$ cat config.mk
export PLATFORM = sky130hd
export DESIGN_NAME = priority_code_decoder
export DESIGN_NICKNAME = d
export VERILOG_FILES = /design/src/rtl/priority_code_decoder_pkg.sv /design/src/rtl/priority_code_decoder_dec.sv /design/src/rtl/priority_code_decoder.sv
export SDC_FILE = /design/constraint.sdc
export NUM_CORES = 1
export LEC_CHECK = 0
export ABC_CLOCK_PERIOD_IN_PS = 6100
export BUFFER_PORTS_ARGS = -buffer_cell sky130_fd_sc_hd__buf_4
export CORE_MARGIN = 5
export CORE_UTILIZATION = 25
export DETAILED_ROUTE_END_ITERATION = 16
export GPL_TIMING_DRIVEN = 0
export HOLD_SLACK_MARGIN = 0.1
export PLACE_DENSITY = 0.39
export SYNTH_ARGS = -nofsm -noshare
export SYNTH_HDL_FRONTEND = slang
export SYNTH_SLANG_ARGS = --single-unit
$ cat constraint.sdc
create_clock -name clk -period 6.1 [get_ports clk]
set_input_delay 0 -clock clk [delete_from_list [all_inputs] [get_ports clk]]
set_output_delay 0 -clock clk [all_outputs]
set_load 0.05 [all_outputs]
$ cat src/rtl/priority_code_decoder_pkg.sv
// priority_code_decoder_pkg: shared widths, FSM states and code-to-line mapping for the code decoder.
package priority_code_decoder_pkg;

    localparam int CODE_W = 4;
    localparam int LINES  = 16;

    typedef enum logic [1:0] {
        IDLE,
        HOLD,
        GAP
    } state_e;

    // Line k of {ui_in, uio_in} carries code k, so the mapping is the identity.
    function automatic logic [CODE_W-1:0] code_to_line(input logic [CODE_W-1:0] code);
        return code;
    endfunction

endpackage

$ cat src/rtl/priority_code_decoder_dec.sv
// code_onehot_dec: combinational expansion of a priority code into its one-hot line pattern.
module code_onehot_dec
    import priority_code_decoder_pkg::*;
(
    input  logic [CODE_W-1:0] code_i,
    output logic [LINES-1:0]  onehot_o
);

    assign onehot_o = LINES'(1) << code_to_line(code_i);

endmodule

$ cat src/rtl/priority_code_decoder.sv
// priority_code_decoder: accepts codes via valid/ready, holds the decoded line high,
// then enforces an all-zero guard gap, counting every accepted code.
module priority_code_decoder
    import priority_code_decoder_pkg::*;
#(
    parameter int HOLD_CYCLES = 4,
    parameter int GAP_CYCLES  = 2
) (
    input  logic              clk,
    input  logic              rst,
    input  logic [CODE_W-1:0] code_in,
    input  logic              code_valid,
    output logic              code_ready,
    output logic [LINES-1:0]  onehot_out,
    output logic              active,
    output logic [7:0]        event_count
);

    localparam logic [7:0] HOLD_LD = 8'(HOLD_CYCLES - 1);
    localparam logic [7:0] GAP_LD  = 8'(GAP_CYCLES - 1);

    state_e           state_q, state_d;
    logic [7:0]       cnt_q, cnt_d;
    logic [LINES-1:0] onehot_q, onehot_d;
    logic [7:0]       evt_q, evt_d;
    logic [LINES-1:0] dec;

    code_onehot_dec u_dec (
        .code_i   (code_in),
        .onehot_o (dec)
    );

    always_ff @(posedge clk or posedge rst) begin
        if (rst) begin
            state_q  <= IDLE;
            cnt_q    <= '0;
            onehot_q <= '0;
            evt_q    <= '0;
        end else begin
            state_q  <= state_d;
            cnt_q    <= cnt_d;
            onehot_q <= onehot_d;
            evt_q    <= evt_d;
        end
    end

    always_comb begin
        state_d  = state_q;
        cnt_d    = cnt_q;
        onehot_d = onehot_q;
        evt_d    = evt_q;
        case (state_q)
            IDLE: if (code_valid) begin
                onehot_d = dec;
                cnt_d    = HOLD_LD;
                evt_d    = evt_q + 8'd1;
                state_d  = HOLD;
            end
            HOLD: if (cnt_q == '0) begin
                onehot_d = '0;
                cnt_d    = GAP_CYCLES > 0 ? GAP_LD : '0;
                state_d  = GAP_CYCLES > 0 ? GAP : IDLE;
            end else begin
                cnt_d = cnt_q - 8'd1;
            end
            GAP: if (cnt_q == '0) begin
                state_d = IDLE;
            end else begin
                cnt_d = cnt_q - 8'd1;
            end
            default: state_d = IDLE;
        endcase
    end

    assign code_ready  = state_q == IDLE;
    assign onehot_out  = onehot_q;
    assign active      = |onehot_q;
    assign event_count = evt_q;

endmodule

# [After elaboration in Yosys (flattened, before gate mapping)]
# Index checks and enable logic that the tools add are counted.
[word_totals] ff_bits=34 input_bits=7 out_inout_bits=26 elab_cells=33
[op_classes] addsub=2 eq_ne=6 shift=1 muxes=11 n_reduce_logical=9
[op_table] cell="$mux W16" n=2
[op_table] cell="$pmux W16 S2" n=1
[op_table] cell="$mux W8" n=3
[op_table] cell="$pmux W8 S3" n=1
[op_table] cell="$reduce_or A16 Y1" n=1
[op_table] cell="$shl A1 B4 Y16 const A" n=1
[op_table] cell="$reduce_and A3 Y1" n=3
[op_table] cell="$add A8 B1 Y8 const B" n=1
[op_table] cell="$logic_not A8 Y1" n=1
[op_table] cell="$ne A2 B2 Y1 const B" n=4
[op_table] cell="$sub A8 B1 Y8 const B" n=1
[op_table] cell="$mux W2" n=3
[op_table] cell="$pmux W2 S3" n=1
[op_table] cell="$reduce_bool A3 Y1" n=1
[op_table] cell="$eq A2 B1 Y1 const B" n=1
[op_table] cell="$eq A2 B2 Y1 const B" n=1
[op_table] cell="$logic_not A2 Y1" n=1
[op_table] cell="$reduce_and A2 Y1" n=1
[op_table] cell="$reduce_bool A2 Y1" n=1

# [Logic depth before layout (Yosys ltp)]
# Gate-level depths: netlist of the first run.
[logic_depth] word_depth=3 ltp_mapped=7 mapped_depth_nobuf=6

# [Cells and area by module]
# From an unflattened synthesis of the first run, not the netlist that was laid out.
[unflattened] hier_cells=198 area_unflattened_um2=1954.4
[modules_own_cells] mod="priority_code_decoder" instances=1 cells_per_inst=178 area_per_inst_um2=1727.9 seq_area_each_um2=850.8
[modules_own_cells] mod="code_onehot_dec" instances=1 cells_per_inst=20 area_per_inst_um2=226.5 seq_area_each_um2=0.0

# [Least setup slack after synthesis of the first run]
# OpenSTA, ideal clock, no wires.
[synth_timing] path_kind="register to register" from="register state_q[0]" to="register cnt_q[4]" arrival_ns=2.172 t_required_ns=6.012 setup_slack_ns=3.841 path_stages_with_launch=8 n_path_buf=1 path_cell_list="dfrtp_1 inv_1 ha_1 nor2b_1 a311o_1 buf_2 or4_1 a22oi_1"
[synth_between] elab_chain_len=3 elab_cells_between_ends=8
[synth_lines] element="start: declaration" line="priority_code_decoder.sv:22" text="state_e state_q, state_d;"
[synth_lines] element="start signal: assignment" line="priority_code_decoder.sv:40" text="state_q <= state_d;"
[synth_lines] element="$logic_not A2 Y1 *"
[synth_lines] element="via code_ready" line="priority_code_decoder.sv:13" text="output logic code_ready,"
[synth_lines] element="$ne A2 B2 Y1 (no line) or $reduce_bool A3 Y1 (tied branches)"
[synth_lines] element="$reduce_and A3 Y1 (no line)"
[synth_lines] element="end signal: assignment" line="priority_code_decoder.sv:41" text="cnt_q <= cnt_d;"
[synth_lines] element="end: declaration" line="priority_code_decoder.sv:23" text="logic [7:0] cnt_q, cnt_d;"
# Mark *: on every way through the listed nets, which the timed path passes. The rest lies on a longest branch.
# A chain may end at the register's enable or synchronous reset.

# [Worst setup path after layout of the first run]
[layout_timing] from="register cnt_q[0]" to="register onehot_q[9] (netlist: onehot_out[9])"
[layout_between] elab_chain_len=3
[layout_lines] element="$logic_not A8 Y1" line="priority_code_decoder.sv:59" text="HOLD: if (cnt_q == '0) begin"
[layout_lines] element="$ne A2 B2 Y1 (no line)"
[layout_lines] element="$reduce_and A3 Y1 (no line)"
[layout_lines] element="end signal: assignment" line="priority_code_decoder.sv:42" text="onehot_q <= onehot_d;"
[layout_lines] element="end: declaration" line="priority_code_decoder.sv:24" text="logic [LINES-1:0] onehot_q, onehot_d;"
# No other way between the ends.

==> run summary, run 1 <==
The slowest stage of the critical path belongs to the cell sky130_fd_sc_hd__nor3b_1. The via count of the first global-routing pass came to 1362. The highest ir drop seen on vdd came out at 0.1525 mV. The filler cells instantiated in the layout total 726.

The post-synthesis sequential element count came out at 34. The flow ran to the end, and the final reports show no timing, DRC or antenna violations. After detailed routing, the average wire length per cell comes to 13.64 um.

Setup repair after global routing left no endpoint under its margin. The clock arrives with 0.006162 ns of skew. Measured on the finished design, the core utilization comes to 33.32%. The Yosys step of the flow raised 0 warnings. In the final layout, the multi-input gates occupy 860.8 um^2. The routed wire length is 4079 um.

Synthesis instantiated 41 different standard cells from the library. The maximum clock frequency is 397.2 MHz. The count of clock tree sinks is 34.

For this block, the initial DRC count from the detailed router was 46. In this design, the stage delay of the slowest critical-path cell is 0.46 ns. The pin count of the biggest net entering global routing came out at 35.

For the worst-skew pair, the clock arrives at the later sink with an insertion delay of 0.28 ns. The final critical path time including I/O delays and setup came out at 2.518 ns. The final hold violation count came to 0. The number of buffers added by the clock tree synthesis step came out at 5. In this run, the clock network consumes 18.5% of the power. In the final design database the tool counted 216 nets. Of the available clock period, the critical path in the final layout requires 41.28%. In the synthesized netlist, the number of instances is 161.

Traced cell by cell, the critical path runs through inv_1 -> ha_1 -> nor3b_1 -> a21oi_1 -> nor3_4 -> buf_6 -> mux2_2. TritonCTS built the clock tree. The worst hold slack after final layout is 0.1752 ns. The required time of the worst setup path came out at 6.27 ns. The final setup violation count is 0.

The final setup TNS came out at 0 ns. The number of nets in the synthesized netlist is 175. The share of synthesized area occupied by flip-flops and latches came out at 48.40%. The placed instance count came out at 289.

The post-layout total power is 0.001345 W. The non-filler instance count after layout came out at 299. The count of maximum capacitance violations is 0. sky130_fd_sc_hd__dfrtp_1 is the most common cell in the netlist. STA classifies the critical path endpoint as a flop. The synthesized design contains 0 enable-type register cells. The H-tree was split into 2 levels. The initial antenna violation count came out at 0.

The tree is rooted in a sky130_fd_sc_hd__clkbuf_8. The highest net fanout along the worst path came out at 10. The slew at the pin closest to its max-slew limit is 0.7381 ns. The prevailing post-synth register cell is sky130_fd_sc_hd__dfrtp_1.

The sum of net half-perimeters after detailed placement is 3073 um. The count of final max-slew check failures is 0. The DRC violation count after routing is 0. The library cell with the largest summed area after synthesis is sky130_fd_sc_hd__dfrtp_1.

The height of the die is 93.86 um. The initialized floorplan defines 30 standard-cell rows. The last weighted congestion value of the routability-driven placer is 0.7314. The count of buffers from port buffering came out at 32. Dividing the detail-routed via count by the number of cells gives 4.552. By area the synthesized netlist is led by sky130_fd_sc_hd__dfrtp_1, sky130_fd_sc_hd__mux2_2, sky130_fd_sc_hd__ha_1. The top cell type by area accounts for 48.40% of the synthesized area. The internal power component is 0.0007230 W. The switching power as a share of total power came out at 46.26%. Once detail routing completed, the nets flagged for antenna violations numbered 0. The number of antenna repair diodes came out at 0. The starting density of the core is 25.73%. The first-pass GRT wire length is 6713 um. The total global routing track utilization is 9.734%.

The cell area after synthesis came out at 0.001758 mm^2. The flip-flop and latch area is 850.8 um^2. The core footprint came out at 0.006832 mm^2. For this design the static power due to leakage is 1.073 nW. The areal power density over the cells came out at 591.1 mW/mm^2. Counting instances in the post-synthesis netlist gives the leading cell types as sky130_fd_sc_hd__dfrtp_1, sky130_fd_sc_hd__nor2_1, sky130_fd_sc_hd__mux2_2. STA classifies the critical path startpoint as a flop. Data on the critical path arrives at its endpoint at 2.69 ns. The die covers 0.008809 mm^2.

In the final layout, the share of cells above drive strength 1 is 31.53%. The part of the power in combinational logic is 53.9%. The tightest min-delay check is of the in2reg type. The area growth from synthesis to layout is 29.47%.

For this block, the via count after detailed routing is 1361. The relative contribution of sequential cells to total power came out at 27.6%. The headroom to the max-slew limit came out at 50.72%. The total congestion overflow came out at 0. The overall die width is 93.86 um. The net load switching power is 0.0006224 W.

Averaged over all synthesized cells, the footprint is 10.92 um^2. The deepest clock path buffer count is 2. After clock tree synthesis, the clock-pin slew on the worst setup and hold paths is 0.08 ns.

For this design the top-level I/O count stands at 33. The first-pass iteration count of the detailed router came out at 4. The proportion of register bits with asynchronous set or reset after synthesis is 100.0%. The worst setup path is of the reg2reg kind.

The post-cts gate resize count is 0.
worst paths after layout:
check                                     from              to  slack, ns  cells after the start
worst max-delay path                  cnt_q[0]   onehot_out[9]       3.58                      7
worst min-delay path                code_in[0]   onehot_out[0]       0.18                      3
worst max register to register        cnt_q[0]   onehot_out[9]       3.58                      7
worst min register to register  event_count[7]  event_count[7]       0.48                      1
max in group asynchronous                  rst        cnt_q[5]       5.22                      3
min in group asynchronous                  rst  event_count[7]       0.40                      3
critical path, delay by kind of cell (launching register included):
family                     cells  cell delay, ns
adders and majority gates      1            0.17
and+or+nand+nor                2            0.88
DFF                            1            0.41
buffers and inverters          2            0.34
muxes                          1            0.34
AOI/OAI and AO/OA              1            0.26
layout make-up:
type                    count  area share, %
multi-input cells         117          37.82
flip-flops and latches     34          37.38
repair buffers             34          11.43
well taps                  96          5.278
clock buffers               5          3.024
clock inverters             3          3.024
inverters                   8          1.319
plain buffers               2         0.7147
layer usage:
metal / vias to the layer above / global-route usage [%] / wire length, um
met5: - / 0 / 0
met4: 0 / 3.610 / 61
met1: 653 / 12.43 / 1828
met2: 32 / 15.26 / 1951
li1: 671 / - / -
met3: 5 / 3.205 / 237
sequential cells by signal (all words and copies together) (netlist names):
name	count
event_count	8
cnt_q	8
onehot_out	16
state_q	2
logic make-up (layout without fill, tap and decap cells):
| group | Yosys count | count (layout) | synth area share (%) |
|---|---|---|---|
| muxes | 17 | 17 | 10.89 |
| DFF | 34 | 34 | 48.40 |
| and+or+nand+nor | 62 | 62 | 19.65 |
| buffers and inverters | 10 | 52 | 2.633 |
| adders and majority gates | 7 | 7 | 4.982 |
| AOI/OAI and AO/OA | 24 | 24 | 9.965 |
| xor gates and xnor gates | 7 | 7 | 3.488 |
power groups by stage:
stage / logic, W / registers [W] / clock network [W]
after global placement: 0.000727 / 0.000372 / 0
after global routing: 0.000776 / 0.000384 / 0.000270
final: 0.000725 / 0.000371 / 0.000249
after CTS: 0.000732 / 0.000372 / 0.000259
after floorplan: 0.000388 / 0.000517 / 0
after detailed placement: 0.000730 / 0.000376 / 0
timing repair:
| action | 4_1_cts | 5_1_grt |
|---|---|---|
| hold buffers | 1 | 1 |
| buffers inserted | 0 | 0 |
| hold endpoints to repair | 3 | 34 |
stage by stage:
step / area, um^2 / worst slack [ns]
finish: 2276 / 3.582
floorplan: 1758 / 3.841
global placement: 2118 / 3.599
detailed placement: 2118 / 3.580
CTS: 2266 / 3.573
global route: 2276 / 3.377
cell usage in the layout, fill, tap and decap left out, types with 3 or more instances in the layout:
| master | count |
|---|---|
| sky130_fd_sc_hd__nor3_1 | 6 |
| sky130_fd_sc_hd__nand3_1 | 6 |
| sky130_fd_sc_hd__clkbuf_8 | 5 |
| sky130_fd_sc_hd__a22oi_1 | 6 |
| sky130_fd_sc_hd__buf_4 | 32 |
| sky130_fd_sc_hd__o21ai_0 | 3 |
| sky130_fd_sc_hd__or3_1 | 4 |
| sky130_fd_sc_hd__inv_1 | 7 |
| sky130_fd_sc_hd__xor2_1 | 3 |
| sky130_fd_sc_hd__nor2_1 | 21 |
| sky130_fd_sc_hd__mux2_2 | 17 |
| sky130_fd_sc_hd__ha_1 | 7 |
| sky130_fd_sc_hd__nand2_1 | 6 |
| sky130_fd_sc_hd__nor4_1 | 4 |
| sky130_fd_sc_hd__dfrtp_1 | 34 |
| sky130_fd_sc_hd__xnor2_1 | 4 |
(Power assumes the default switching activity.)
==> run 2: changes to the inputs <==
ABC_AREA = 1   (was unset)
ABC_CLOCK_PERIOD_IN_PS = 2200   (was 6100)
PLACE_DENSITY = 0.4   (was 0.39)
clock period = 2.2 ns   (was 6.1 ns; I/O delays follow)
==> run summary, run 2 <==
The synthesized-area fraction occupied by xor and xnor cells came to 3.055% (was 3.488%). The proportion of register bits with asynchronous set or reset after synthesis came out at 100.0% (unchanged). The number of different library cells in the post-synthesis netlist came to 26 (was 41). The count of boundary I/O pins is 33 (unchanged). The first-pass GRT wire length came out at 7838 um (was 6713 um). The period utilization came out at 77.60% (was 41.28%). The core footprint came to 0.007767 mm^2 (was 0.006832 mm^2). The final setup TNS is 0 ns (unchanged). The post-synthesis sequential element count came to 34 (unchanged). The first-pass iteration count of the detailed router came out at 4 (unchanged).

The clock-pin slew on the worst setup and hold paths is 0.07 ns (was 0.08 ns). The pin count of the biggest net entering global routing was 35 (unchanged). The combinational family with the most area after synthesis is simple AND/OR/NAND/NOR gates (unchanged). RSZ-0062 raised after global routing: no (unchanged). The worst-path cell with the longest stage delay is sky130_fd_sc_hd__dfrtp_1 (was sky130_fd_sc_hd__nor3b_1). The share of final-layout standard cells stronger than drive strength 1 came out at 32.38% (was 31.53%).

The required time of the worst setup path came out at 2.39 ns (was 6.27 ns). List of cells traversed by the critical path: inv_1 -> ha_1 -> inv_1 -> nor2_4 -> nor2_4 -> nand2_2 -> inv_2 -> nand2_2 -> inv_1 -> nor2_1 (was inv_1 -> ha_1 -> nor3b_1 -> a21oi_1 -> nor3_4 -> buf_6 -> mux2_2). The setup clock skew after layout is 0.009620 ns (was 0.006162 ns). The post-cts gate resize count is 0 (unchanged). The average cell area after synthesis came out at 8.504 um^2 (was 10.92 um^2). The highest ir drop seen on vdd is 0.8182 mV (was 0.1525 mV).

The relative contribution of sequential cells to total power came out at 25.2% (was 27.6%). The routed wirelength normalized by instance count came out at 12.04 um (was 13.64 um). The peak per-stage delay on the critical path is 0.40 ns (was 0.46 ns).

The signed area change from the synthesized netlist to the final layout came out at 25.37% (was 29.47%). The path class of the lowest-slack min-delay path is in2reg (unchanged). The clock tree root driver cell is sky130_fd_sc_hd__clkbuf_8 (unchanged). The initial antenna violation count came out at 0 (unchanged). The starting density of the core came out at 25.84% (was 25.73%).

The count of final max-slew check failures came out at 0 (unchanged). The final hold violation count is 0 (unchanged). The part of the power in combinational logic is 62.8% (was 53.9%).

The share of synthesized area occupied by flip-flops and latches is 42.39% (was 48.40%). The number of flops mapped to enable cells by yosys came out at 0 (unchanged). The mux cell area share after synthesis was 0% (was 10.89%). The DRC violation count after routing came out at 0 (unchanged). The worst hold slack after final layout is 0.1063 ns (was 0.1752 ns). The via total after detailed routing is 1596 (was 1361). The headroom to the max-slew limit is 49.16% (was 50.72%). The slew at the pin closest to its max-slew limit is 0.7615 ns (was 0.7381 ns). The remaining antenna violation count came to 0 (unchanged). The number of nets in the synthesized netlist came out at 250 (was 175). The count of clock tree sinks was 34 (unchanged). The number of buffers added by the clock tree synthesis step was 5 (unchanged). The Yosys warning count is 0 (unchanged). Area contributors post-synth: sky130_fd_sc_hd__dfrtp_1, sky130_fd_sc_hd__nand2_1, sky130_fd_sc_hd__o21ai_2 (was sky130_fd_sc_hd__dfrtp_1, sky130_fd_sc_hd__mux2_2, sky130_fd_sc_hd__ha_1). The post-CTS setup repair buffer count came to 0 (unchanged).

The total number of placement rows came to 32 (was 30). The layout net count was 294 (was 216). The cell that appears most often on the critical path is sky130_fd_sc_hd__inv_1.

The simple-gate area share of the yosys netlist came out at 31.86% (was 19.64%). The number of H-tree levels came out at 2 (unchanged). The overall die width came out at 99.60 um (was 93.86 um). The total congestion overflow came out at 0 (unchanged).

The total global routing track utilization came to 9.870% (was 9.734%). The most common cell in the netlist was sky130_fd_sc_hd__nand2_1 (was sky130_fd_sc_hd__dfrtp_1). The worst setup path category is reg2reg (unchanged).

The internal power component came to 0.001871 W (was 0.0007230 W). The adder-cell area share of the yosys netlist is 4.364% (was 4.982%). The complex-gate fraction of the synthesized area came out at 10.29% (was 9.964%).

The number of vias per cell after detailed routing is 4.167 (was 4.552). The clock latency at the later pin of the worst-skew pair is 0.28 ns (about the same). The fraction of post-synthesis cell area in the top cell type by area came to 42.39% (was 48.40%). The synthesized instance count is 236 (was 161). The library cell with the largest summed area after synthesis is sky130_fd_sc_hd__dfrtp_1 (unchanged). The final setup violation count is 0 (unchanged). The count of maximum capacitance violations came out at 0 (unchanged). The sum of net half-perimeters after detailed placement came out at 3471 um (was 3073 um).

The floorplan die area is 0.009919 mm^2 (was 0.008809 mm^2). The routed wire length came out at 4612 um (was 4079 um). The leading cell type in the layout, fill and taps excluded is sky130_fd_sc_hd__nand2_1 (was sky130_fd_sc_hd__dfrtp_1). The last weighted congestion value of the routability-driven placer is 0.7587 (was 0.7314). The number of antenna repair diodes is 0 (unchanged). The prevailing post-synth register cell was sky130_fd_sc_hd__dfrtp_1 (unchanged). The clock tree from TritonCTS is done (unchanged).

The areal power density over the cells is 1610 mW/mm^2 (was 591.1 mW/mm^2). The deepest clock path buffer count is 2 (unchanged). The violation count after the first detailed-routing iteration came to 61 (was 46). The maximum clock frequency is 585.8 MHz (was 397.2 MHz). Top cells by count, synth: sky130_fd_sc_hd__nand2_1, sky130_fd_sc_hd__dfrtp_1, sky130_fd_sc_hd__inv_1 (was sky130_fd_sc_hd__dfrtp_1, sky130_fd_sc_hd__nor2_1, sky130_fd_sc_hd__mux2_2). The leakage power came out at 1.246 nW (was 1.073 nW). The final critical path time including I/O delays and setup came out at 1.707 ns (was 2.518 ns). Result of the run: completed (unchanged).

The data arrival time of the worst path is 1.89 ns (was 2.69 ns). The capturing element type of the critical path is a flop (unchanged). The count of buffers from port buffering is 32 (unchanged). The placed instance count is 370 (was 289). The clock share of power was 12.1% (was 18.5%). The nature of the critical path startpoint is a flop (unchanged).

The non-filler instance count after layout is 383 (was 299). The switching power as a share of total power came to 53.82% (was 46.26%). The flip-flop count of the largest register, all copies and words added was 16 (unchanged). The via count of the first global-routing pass came out at 1594 (was 1362). The highest net fanout along the worst path came out at 8 (was 10). The net load switching power came out at 0.002181 W (was 0.0006224 W). Most frequent cells in the layout: sky130_fd_sc_hd__nand2_1, sky130_fd_sc_hd__dfrtp_1, sky130_fd_sc_hd__buf_4 (was sky130_fd_sc_hd__dfrtp_1, sky130_fd_sc_hd__buf_4, sky130_fd_sc_hd__nor2_1).

The height of the die came out at 99.60 um (was 93.86 um). The cell area after synthesis was 0.002007 mm^2 (was 0.001758 mm^2).
run 2: cell count changes after synthesis, sizes merged, moves of 5 or more:
cell and delta:
a22oi -6, inv +24, mux2 -17, nand2 +72
nand3 +5, nand4 +5, o21ai +21, or3 -5
run 2: power by group through the flow:
stage | combinational [W] | clock (W) | sequential, W
2_1_floorplan | 0.00153 | 0 | 0.00143
6_report | 0.00254 | 0.000489 | 0.00102
3_5_place_dp | 0.00256 | 0 | 0.00103
5_1_grt | 0.00279 | 0.000538 | 0.00105
4_1_cts | 0.00258 | 0.000513 | 0.00102
3_3_place_gp | 0.00257 | 0 | 0.00104
run 2: path summary, 6_finish.rpt:
kind,from,to,slack (ns),depth (start not counted)
min in group asynchronous,rst,cnt_q[3],0.41,3
worst max register to register,state_q[0],cnt_q[5],0.49,10
worst min register to register,cnt_q[1],cnt_q[1],0.49,2
max in group asynchronous,rst,onehot_out[15],1.30,3
worst max-delay path,state_q[0],cnt_q[5],0.49,10
worst min-delay path,code_in[3],onehot_out[1],0.11,4
run 2: per-stage QoR:
step / area [um^2] / setup slack, ns / power (W) / utilization (%)
final: 2516 / 0.4929 / 0.004052 / 32.39
after global routing: 2516 / 0.3091 / 0.004380 / 32.39
after CTS: 2516 / 0.4706 / 0.004113 / 32.39
after detailed placement: 2375 / 0.4754 / 0.003594 / 30.57
after global placement: 2375 / 0.4694 / 0.003608 / 30.57
after floorplan: 2007 / 0.2535 / 0.002957 / -
run 2: critical path: cells and delay by family, from the launching register on:
kind,cells,cell delay [ns]
and+or+nand+nor,5,0.50
buffers and inverters,4,0.44
DFF,1,0.40
adders and majority gates,1,0.27
run 2: metal layers:
layer / wire [um] / global-route usage [%] / vias up
met5: 0 / 0 / -
met4: 56 / 2.836 / 0
met3: 210 / 3.015 / 6
met2: 1966 / 14.57 / 30
met1: 2378 / 13.86 / 718
li1: - / - / 842
run 2: cell families (layout without fill, tap and decap cells):
| family | count (synthesis) | in the layout |
|---|---|---|
| AO/OA/AOI/OAI | 26 | 26 |
| flip-flops | 34 | 34 |
| buffers and inverters | 36 | 81 |
| AND/OR/NAND/NOR | 126 | 126 |
| adder cells (fa/ha/maj) | 7 | 7 |
| XOR/XNOR | 7 | 7 |
run 2: layout make-up:
type	count	area, um^2
plain buffers	4	38.79
clock buffers	7	86.33
clock inverters	1	5.005
fillers	854	5251
inverters	32	122.6
multi-input cells	166	994.7
flip-flops and latches	34	850.8
well taps	102	127.6
repair buffers	37	290.3
run 2: repair_timing:
action | 4_1_cts | 5_1_grt
hold endpoints to repair | 48 | 0
hold buffers | 5 | 0
endpoints found under the setup margin | 0 | 0
